File: config.mk
export PLATFORM = sky130hd
export DESIGN_NAME = pwm_bank
export DESIGN_NICKNAME = d
export VERILOG_FILES = /design/src/rtl/pwm_bank_pkg.sv /design/src/rtl/pwm_bank_channel.sv /design/src/rtl/pwm_bank.sv
export SDC_FILE = /design/constraint.sdc
export NUM_CORES = 1
export LEC_CHECK = 0
export ABC_AREA = 1
export CORE_MARGIN = 10
export CORE_UTILIZATION = 50
export DETAILED_ROUTE_END_ITERATION = 10
export DONT_BUFFER_PORTS = 1
export REMOVE_ABC_BUFFERS = 1
export SYNTH_ARGS = -nofsm -noshare
export SYNTH_HDL_FRONTEND = slang
export SYNTH_SLANG_ARGS = --single-unit
export TNS_END_PERCENT = 5
File: constraint.sdc
create_clock -name clk -period 4.95 [get_ports clk]
set_clock_uncertainty 0.1 [all_clocks]
set_input_delay 0.495 -clock clk [delete_from_list [all_inputs] [get_ports clk]]
set_output_delay 0.495 -clock clk [all_outputs]
set_load 0.01 [all_outputs]
File: src/rtl/pwm_bank_pkg.sv
// Shared types for the PWM bank: alignment mode and counter direction.
// Imported by the top and the per-channel slice.
package pwm_bank_pkg;

    typedef enum logic {
        MODE_EDGE   = 1'b0,
        MODE_CENTER = 1'b1
    } mode_t;

    typedef enum logic {
        DIR_UP   = 1'b0,
        DIR_DOWN = 1'b1
    } dir_t;

endpackage

File: src/rtl/pwm_bank_channel.sv
// One PWM channel: staged duty, live (shadow) duty and a registered comparator
// against the shared period counter.
module pwm_bank_channel #(
    parameter int WIDTH = 11
) (
    input  logic             clk,
    input  logic             rst,
    input  logic             gate,
    input  logic [WIDTH-1:0] cnt,
    input  logic [WIDTH-1:0] duty,
    input  logic             load_stage,
    input  logic             load_shadow,
    output logic             pwm
);

    logic [WIDTH-1:0] stage_reg;
    logic [WIDTH-1:0] shadow_reg;
    logic             pwm_reg;

    always_ff @(posedge clk or posedge rst) begin
        if (rst) begin
            stage_reg  <= '0;
            shadow_reg <= '0;
            pwm_reg    <= 1'b0;
        end else begin
            if (load_stage) begin
                stage_reg <= duty;
            end
            if (load_shadow) begin
                shadow_reg <= stage_reg;
            end
            // The comparison uses the duty that is live for this cnt, so a
            // shadow load on the wrap edge only affects the next period.
            pwm_reg <= gate && (shadow_reg > cnt);
        end
    end

    assign pwm = pwm_reg;

endmodule

File: src/rtl/pwm_bank.sv
// Multi-channel PWM generator sharing one period counter; period, mode and
// duties are staged through a req/ready/ack handshake and go live at a wrap.
module pwm_bank
    import pwm_bank_pkg::*;
#(
    parameter int               WIDTH      = 11,
    parameter int               CHANNELS   = 4,
    parameter logic [WIDTH-1:0] PERIOD_RST = {WIDTH{1'b1}}
) (
    input  logic                      clk,
    input  logic                      rst,
    input  logic                      enable,
    input  logic                      center_mode,
    input  logic [WIDTH-1:0]          period_in,
    input  logic [CHANNELS*WIDTH-1:0] duty_in,
    input  logic                      update_req,
    output logic                      update_ready,
    output logic                      update_ack,
    output logic                      period_start,
    output logic [CHANNELS-1:0]       pwm_out,
    output logic                      pwm_sd
);

    localparam logic [WIDTH-1:0] ONE = WIDTH'(1);

    logic [WIDTH-1:0] cnt_reg,  cnt_next;
    dir_t             dir_reg,  dir_next;
    logic             idle_reg, idle_next;

    logic [WIDTH-1:0] period_reg;
    logic [WIDTH-1:0] period_stage_reg;
    mode_t            mode_reg;
    mode_t            mode_stage_reg;
    logic             pending_reg;
    logic             ack_reg;
    logic             period_start_reg;
    logic             sd_reg;

    logic             boundary;
    logic             accept;
    logic             apply;
    logic             pwm_gate;

    // Counter/direction state register. idle_reg marks a counter held at 0
    // (after reset or while disabled); leaving idle is treated as a wrap.
    always_ff @(posedge clk or posedge rst) begin
        if (rst) begin
            cnt_reg  <= '0;
            dir_reg  <= DIR_UP;
            idle_reg <= 1'b1;
        end else begin
            cnt_reg  <= cnt_next;
            dir_reg  <= dir_next;
            idle_reg <= idle_next;
        end
    end

    always_comb begin
        cnt_next  = cnt_reg;
        dir_next  = dir_reg;
        idle_next = idle_reg;
        if (!enable) begin
            cnt_next  = '0;
            dir_next  = DIR_UP;
            idle_next = 1'b1;
        end else if (idle_reg) begin
            cnt_next  = '0;
            dir_next  = DIR_UP;
            idle_next = 1'b0;
        end else if (period_reg == '0) begin
            cnt_next = '0;
            dir_next = DIR_UP;
        end else if (mode_reg == MODE_EDGE) begin
            dir_next = DIR_UP;
            cnt_next = (cnt_reg >= period_reg) ? '0 : cnt_reg + ONE;
        end else if (dir_reg == DIR_UP) begin
            if (cnt_reg >= period_reg) begin
                // P==1 has no down leg: 0,1,0,1...
                if (period_reg == ONE) begin
                    cnt_next = '0;
                end else begin
                    cnt_next = period_reg - ONE;
                    dir_next = DIR_DOWN;
                end
            end else begin
                cnt_next = cnt_reg + ONE;
            end
        end else begin
            if (cnt_reg <= ONE) begin
                cnt_next = '0;
                dir_next = DIR_UP;
            end else begin
                cnt_next = cnt_reg - ONE;
            end
        end
    end

    assign boundary = enable && (cnt_next == '0) && (dir_next == DIR_UP);
    assign accept   = update_req && !pending_reg;
    assign apply    = boundary && pending_reg;
    assign pwm_gate = enable && !idle_reg;

    always_ff @(posedge clk or posedge rst) begin
        if (rst) begin
            period_reg       <= PERIOD_RST;
            period_stage_reg <= PERIOD_RST;
            mode_reg         <= MODE_EDGE;
            mode_stage_reg   <= MODE_EDGE;
            pending_reg      <= 1'b0;
            ack_reg          <= 1'b0;
            period_start_reg <= 1'b0;
            sd_reg           <= 1'b0;
        end else begin
            if (accept) begin
                period_stage_reg <= period_in;
                mode_stage_reg   <= mode_t'(center_mode);
            end
            if (apply) begin
                period_reg <= period_stage_reg;
                mode_reg   <= mode_stage_reg;
            end
            // accept needs !pending and apply needs pending, so they never collide.
            pending_reg      <= accept | (pending_reg & ~apply);
            ack_reg          <= apply;
            period_start_reg <= boundary;
            sd_reg           <= enable;
        end
    end

    generate
        for (genvar gi = 0; gi < CHANNELS; gi++) begin : g_chan
            pwm_bank_channel #(
                .WIDTH(WIDTH)
            ) u_chan (
                .clk        (clk),
                .rst        (rst),
                .gate       (pwm_gate),
                .cnt        (cnt_reg),
                .duty       (duty_in[gi*WIDTH +: WIDTH]),
                .load_stage (accept),
                .load_shadow(apply),
                .pwm        (pwm_out[gi])
            );
        end
    endgenerate

    assign update_ready = !pending_reg;
    assign update_ack   = ack_reg;
    assign period_start = period_start_reg;
    assign pwm_sd       = sd_reg;

endmodule

Yosys cells after proc, flatten, opt, wreduce, memory -nomap -nowiden
Index checks and enable logic that the tools add are counted.
Cells by class
  add/subtract/negate cells: 3
  order comparisons: 6
  eq/ne operators: 1
  muxes and demuxes: 18
  bitwise logic cells: 4
  reductions and logical operators: 13
Operators by type and width (number)
  $mux 11: 9
  $gt 11x11->1: 4
  $logic_not 11->1: 2
  $sub 11x1->11 const B: 2
  $add 11x1->11 const B: 1
  $eq 11x1->1 const B: 1
  $ge 11x11->1: 1
  $le 11x1->1 const B: 1
  $logic_and 1x1->1: 9
  $mux 1: 9
  $logic_not 1->1: 2
  $not 1->1: 2
  $and 1x1->1: 1
  $or 1x1->1: 1
Storage, ports and cells
  bits in registers: 133
  bits of input ports: 60
  output and inout port bits: 8
  logic and storage cells: 68

Longest topological paths before layout
  word-level depth: 15
  depth in mapped cells: 21
  mapped depth without buffers: 20

Modules after synthesis
From an unflattened synthesis, not the netlist that was laid out.
Unflattened totals
  cell total of the unflattened synthesis: 1040
  area, all modules: 7951.4 um^2
Modules (own cells, without submodules)
  pwm_bank_channel (g_chan[0].u_chan ...): times used 3, cells each 141, area an instance 1178.6 um^2, seq. area each 575.6 um^2
  pwm_bank: times used 1, cells each 481, area an instance 3251.9 um^2, seq. area each 1054.8 um^2
  pwm_bank_channel (g_chan[3].u_chan): times used 1, cells each 136, area an instance 1163.6 um^2, seq. area each 575.6 um^2

Least setup slack after synthesis
OpenSTA, ideal clock, no wires.
  kind: flip-flop to flip-flop
  from: register period_reg[6]
  to: register g_chan[0].u_chan.shadow_reg[1]
  library setup time: 0.119 ns
  data arrival time: 2.425 ns
  data required time: 4.731 ns
  setup slack: 2.307 ns
  cell stages (with the launch flop): 21
  path buffers: 3
  period minus slack after synthesis: 2.643 ns
  cells stage by stage: dfstp_2 -> inv_1 -> ha_1 -> nand2_1 -> nor2_1 -> inv_1 -> nor2_2 -> nor2_4 -> nand2_4 -> buf_6 -> nand2_1 -> nand3_1 -> nand2_1 -> nand2_1 -> nand2_1 -> nor2_1 -> nand4_1 -> buf_4 -> buf_6 -> nand2_1 -> nand2_1
On the way
  cells in the longest elaborated chain, start to end: 12
  elaborated cells on any way between the ends: 24
  classes of those cells: add/sub: 1; order compare: 1; eq/ne: 1; mux: 15; bitwise: 1; reduce/logical: 5
RTL lines
  start, declared: RTL line pwm_bank.sv:30  | logic [WIDTH-1:0] period_reg;
  start signal, assigned: RTL line pwm_bank.sv:119  | period_reg <= period_stage_reg;
  $sub 11x1->11 / $eq 11x1->1 (equally long branches): RTL line pwm_bank.sv:82, pwm_bank.sv:79
  $mux 11: RTL line pwm_bank.sv:79  | if (period_reg == ONE) begin
  $mux 11: RTL line pwm_bank.sv:77  | if (cnt_reg >= period_reg) begin
  $mux 11: RTL line pwm_bank.sv:76  | end else if (dir_reg == DIR_UP) begin
  $mux 11: RTL line pwm_bank.sv:73  | end else if (mode_reg == MODE_EDGE) begin
  $mux 11: RTL line pwm_bank.sv:70  | end else if (period_reg == '0) begin
  $mux 11: RTL line pwm_bank.sv:66  | end else if (idle_reg) begin
  $mux 11: RTL line pwm_bank.sv:62  | if (!enable) begin
  $logic_not 11->1: RTL line pwm_bank.sv:98  | assign boundary = enable && (cnt_next == '0) && (dir_next == DIR_UP);
  $logic_and 1x1->1: RTL line pwm_bank.sv:98
  $logic_and 1x1->1 (*): RTL line pwm_bank.sv:98
  $logic_and 1x1->1 (*): RTL line pwm_bank.sv:100  | assign apply = boundary && pending_reg;
  end signal, assigned: RTL line pwm_bank_channel.sv:30  | shadow_reg <= stage_reg;
  end, declared: RTL line pwm_bank_channel.sv:17  | logic [WIDTH-1:0] shadow_reg;
Every way passes the cells marked *; elsewhere a longest branch is shown, timed or not.
A chain may end at the register's enable or synchronous reset.

Worst setup path in the final report
  from: register period_reg[4]
  to: register pending_reg
On the way
  cells in the longest elaborated chain, start to end: 15
  elaborated cells on any way between the ends: 27
  classes of those cells: add/sub: 1; order compare: 1; eq/ne: 1; mux: 15; bitwise: 4; reduce/logical: 5
RTL lines
  $sub 11x1->11 / $eq 11x1->1 (equally long branches): RTL line pwm_bank.sv:82, pwm_bank.sv:79
  $mux 11: RTL line pwm_bank.sv:79
  $mux 11: RTL line pwm_bank.sv:77
  $mux 11: RTL line pwm_bank.sv:76
  $mux 11: RTL line pwm_bank.sv:73
  $mux 11: RTL line pwm_bank.sv:70
  $mux 11: RTL line pwm_bank.sv:66
  $mux 11: RTL line pwm_bank.sv:62
  $logic_not 11->1: RTL line pwm_bank.sv:98
  $logic_and 1x1->1: RTL line pwm_bank.sv:98
  $logic_and 1x1->1 (*): RTL line pwm_bank.sv:98
  $logic_and 1x1->1 (*): RTL line pwm_bank.sv:100
  $not 1->1 (*): RTL line pwm_bank.sv:123  | pending_reg <= accept | (pending_reg & ~apply);
  $and 1x1->1 (*): RTL line pwm_bank.sv:123
  $or 1x1->1 (*): RTL line pwm_bank.sv:123
  end signal, assigned: RTL line pwm_bank.sv:123
  end, declared: RTL line pwm_bank.sv:34  | logic pending_reg;
Marked as above.

==> results.sh <==
export IMPL_rsz0062_at_grt="no"
export IMPL_cts_tree="built"
export IMPL_synth_ff_type="dfrtp_1"
export IMPL_clockRootBuffer="clkbuf_16"
export IMPL_gp_congestion=0.901
export IMPL_clockBufferDepth=2
export IMPL_seq_area_sq_um=3360
export IMPL_finalSetupViolCount=0
export IMPL_worstMarginPinSlew_ps=761
export IMPL_syn_avg_cell_area_sq_um=8.84
export IMPL_ys_seq_area_share_pct=44.2
export IMPL_drtIter0Drc=361
export IMPL_finish_utilization_pct=56.0
export IMPL_synthesis_instances=860
export IMPL_maxCapViolations=0
export IMPL_ys_top_cells_by_count="242 x nand2_1, 110 x dfrtp_1, 70 x inv_1"
export IMPL_cpMostUsedCell="nand2_1"
export IMPL_report_final_slew_viol_count=0
export IMPL_drive_above_1_share_pct=16.3
export IMPL_wl_met1_mm=8.38
export IMPL_drc=0
export IMPL_finalNetCount=971
export IMPL_maxUsedRoutingLayer="met4"
export IMPL_startpoint_type="flop"
export IMPL_async_reset_ff_share_pct=100
export IMPL_wl_met3_um=893
export IMPL_cp_required_ps=5160
export IMPL_dp_cells=1013
export IMPL_multi_input_area_sq_um=3730
export IMPL_yosys_top_cells_area="dfrtp_1 36%, nand2_1 12%, ha_1 10%"
export IMPL_port_buffer_count=0
export IMPL_grt_pass1_wl_mm=32.6
export IMPL_yosys_register_bits=133
export IMPL_cpLargestDelayFamily="simple AND/OR/NAND/NOR gates"
export IMPL_p_seq_share_pct=37.2
export IMPL_cts_sink_count=133
export IMPL_synth_most_common_cell="nand2_1"
export IMPL_antenna_cells=0
export IMPL_p_sw_share_pct=41.3
export IMPL_start_util_pct=51.7
export IMPL_clk_latency_ps=430
export IMPL_stdcell_count=1047
export IMPL_peakVddDrop_mv=0.460
export IMPL_critPathKind="reg -> reg"
export IMPL_antenna_found_initial=0
export IMPL_power_density_nw_per_um2=653
export IMPL_p_int_mw=3.16
export IMPL_combPwrFrac_pct=41.1
export IMPL_fin_crit_sh_pct=73.1
export IMPL_path_max_fanout=29
export IMPL_core_area_sq_um=14700
export IMPL_grt_pass1_vias=6179
export IMPL_grt_total_usage_pct=20.5
export IMPL_place_hpwl_mm=15.1
export IMPL_die_w_um=143
export IMPL_clkPwrFrac_pct=21.8
export IMPL_yosysWarnings=0
export IMPL_maxSlewHeadroom_pct=49.1
export IMPL_die_y_um=143
export IMPL_path_clk_slew_ps=60
export IMPL_p_sw_mw=2.22
export IMPL_leakagePower_nw=4.12
export IMPL_via_count=5937
export IMPL_met2_length_mm=9.99
export IMPL_layout_min_cycle_time_ps=3620
export IMPL_slowest_delay_ps=590
export IMPL_crit_buf_inv=2
export IMPL_critical_path_arrival_ps=3820
export IMPL_cts_htree_levels=4
export IMPL_synth_area_leader_cell="dfrtp_1"
export IMPL_synthDistinctLibCells=36
export IMPL_fmax_mhz=277
export IMPL_syn_to_final_growth_pct=8.32
export IMPL_synth_edff_count=0
export IMPL_syn_cell_area_sq_um=7600
export IMPL_synth_top_cell_area_share_pct=36.2
export IMPL_ctsResizeCount=0
export IMPL_crit_path_top_delay_cell="dfstp_2"
export IMPL_grt_max_degree=59
export IMPL_final_fill_count=1336
export IMPL_vias_per_cell=5.67
export IMPL_num_rows=44
export IMPL_status="completed"
export IMPL_min_path_type="in -> reg"
export IMPL_final_hold_viol_count=0
export IMPL_dr_pass1_iters=5
export IMPL_grt_overflow=0
export IMPL_wl_mm=19.9
export IMPL_post_drt_wl_per_cell_um=19.0
export IMPL_die_area_sq_um=20500
export IMPL_crit_path_end_kind="flop"
export IMPL_ant_nets=0
export IMPL_crit_chain="inv_1, ha_1, nand2_1, nand2_1, a21oi_1, nand2_1, nand2_2, nand2_4, nand2_1, nand2_1, nand2_1, nand2_1, nand2_1, nand2_1, nor2_4, buf_4, nand2_1, nand2_1, nand2_1"
export IMPL_ios=68
export IMPL_finalSetupTns_ps=0
export IMPL_cts_buffers=17
metrics by stage:
| step | hold slack [ps] | cell area (sq um) | power (mW) | worst slack [ps] |
|---|---|---|---|---|
| after global routing | 23.0 | 8230 | 5.84 | 1000 |
| after detailed placement | 365 | 7660 | 4.22 | 1340 |
| final | 27.4 | 8230 | 5.38 | 1330 |
| after CTS | 15.1 | 8230 | 5.41 | 1330 |
| after floorplan | 348 | 7360 | 3.56 | 839 |
| after global placement | 362 | 7660 | 4.15 | 1400 |
placed cells by master (no fill, tap or decap), types with 2 or more instances in the layout:
master,netlist,layout
a211oi_1,3,3
a21oi_1,33,33
a21oi_2,2,2
a31oi_1,5,5
buf_4,8,7
clkbuf_16,0,17
clkinv_1,2,2
clkinv_2,0,3
clkinv_4,0,3
clkinvlp_4,0,3
dfrtp_1,110,109
dfstp_2,23,23
dlygate4sd3_1,0,2
ha_1,61,61
inv_1,70,69
inv_2,5,5
inv_6,0,4
inv_8,0,2
mux2_2,56,56
nand2_1,242,241
nand2_2,2,3
nand3_1,45,45
nand3b_1,3,3
nand4_1,65,65
nor2_1,41,41
nor2_2,4,2
nor2_4,4,6
nor4_1,4,4
o21a_1,5,5
o21ai_0,18,18
o21ai_1,5,5
or2_2,2,2
xor2_1,6,6
power by group through the flow:
stage          sequential (mW)  combinational, mW  clock (mW)
4_1_cts                   2.00               2.22        1.19
3_3_place_gp              2.02               2.13           0
5_1_grt                   2.06               2.54        1.24
6_report                  2.00               2.21        1.17
2_1_floorplan             1.92               1.64           0
3_5_place_dp              2.02               2.20           0
per-layer routing:
metal | up-vias | track usage (%)
met5 | - | 0
met4 | 0 | 8.44
met3 | 51 | 5.51
met2 | 149 | 35.5
met1 | 2849 | 23.4
li1 | 2888 | -
final timing paths:
check,from,to,slack (ps),cells after the start
max,period_reg[4],pending_reg,1330,19
min,enable,idle_reg,30,1
max reg2reg,period_reg[4],pending_reg,1330,19
min reg2reg,period_reg[10],period_reg[10],370,2
max in group asynchronous,rst,cnt_reg[2],3160,3
min in group asynchronous,rst,period_start,530,2
kinds of logic (layout without fill, tap and decap cells):
logic type      after synthesis  count (layout)  share of synthesized area (%)
mux                          56              56                           8.30
xor+xnor                      7               7                          0.807
flops                       133             133                           44.2
compound gates               73              73                           5.32
buf+inv                     115             118                           6.88
simple gates                415             415                           24.5
fa+ha+maj                    61              61                           10.0
final cells by class:
cell class,count,share of cell area (%)
clock inverters,15,1.47
inverters,77,3.54
well taps,184,2.80
clock buffers,17,5.17
multi-input cells,612,45.3
flip-flops and latches,133,40.8
repair buffers,9,0.882
repair_timing:
action	in CTS	in global routing
hold buffers	2	0
endpoints found under the hold margin	53	0
setup buffers	0	0
No activity file was read; power rests on OpenSTA's default activity.
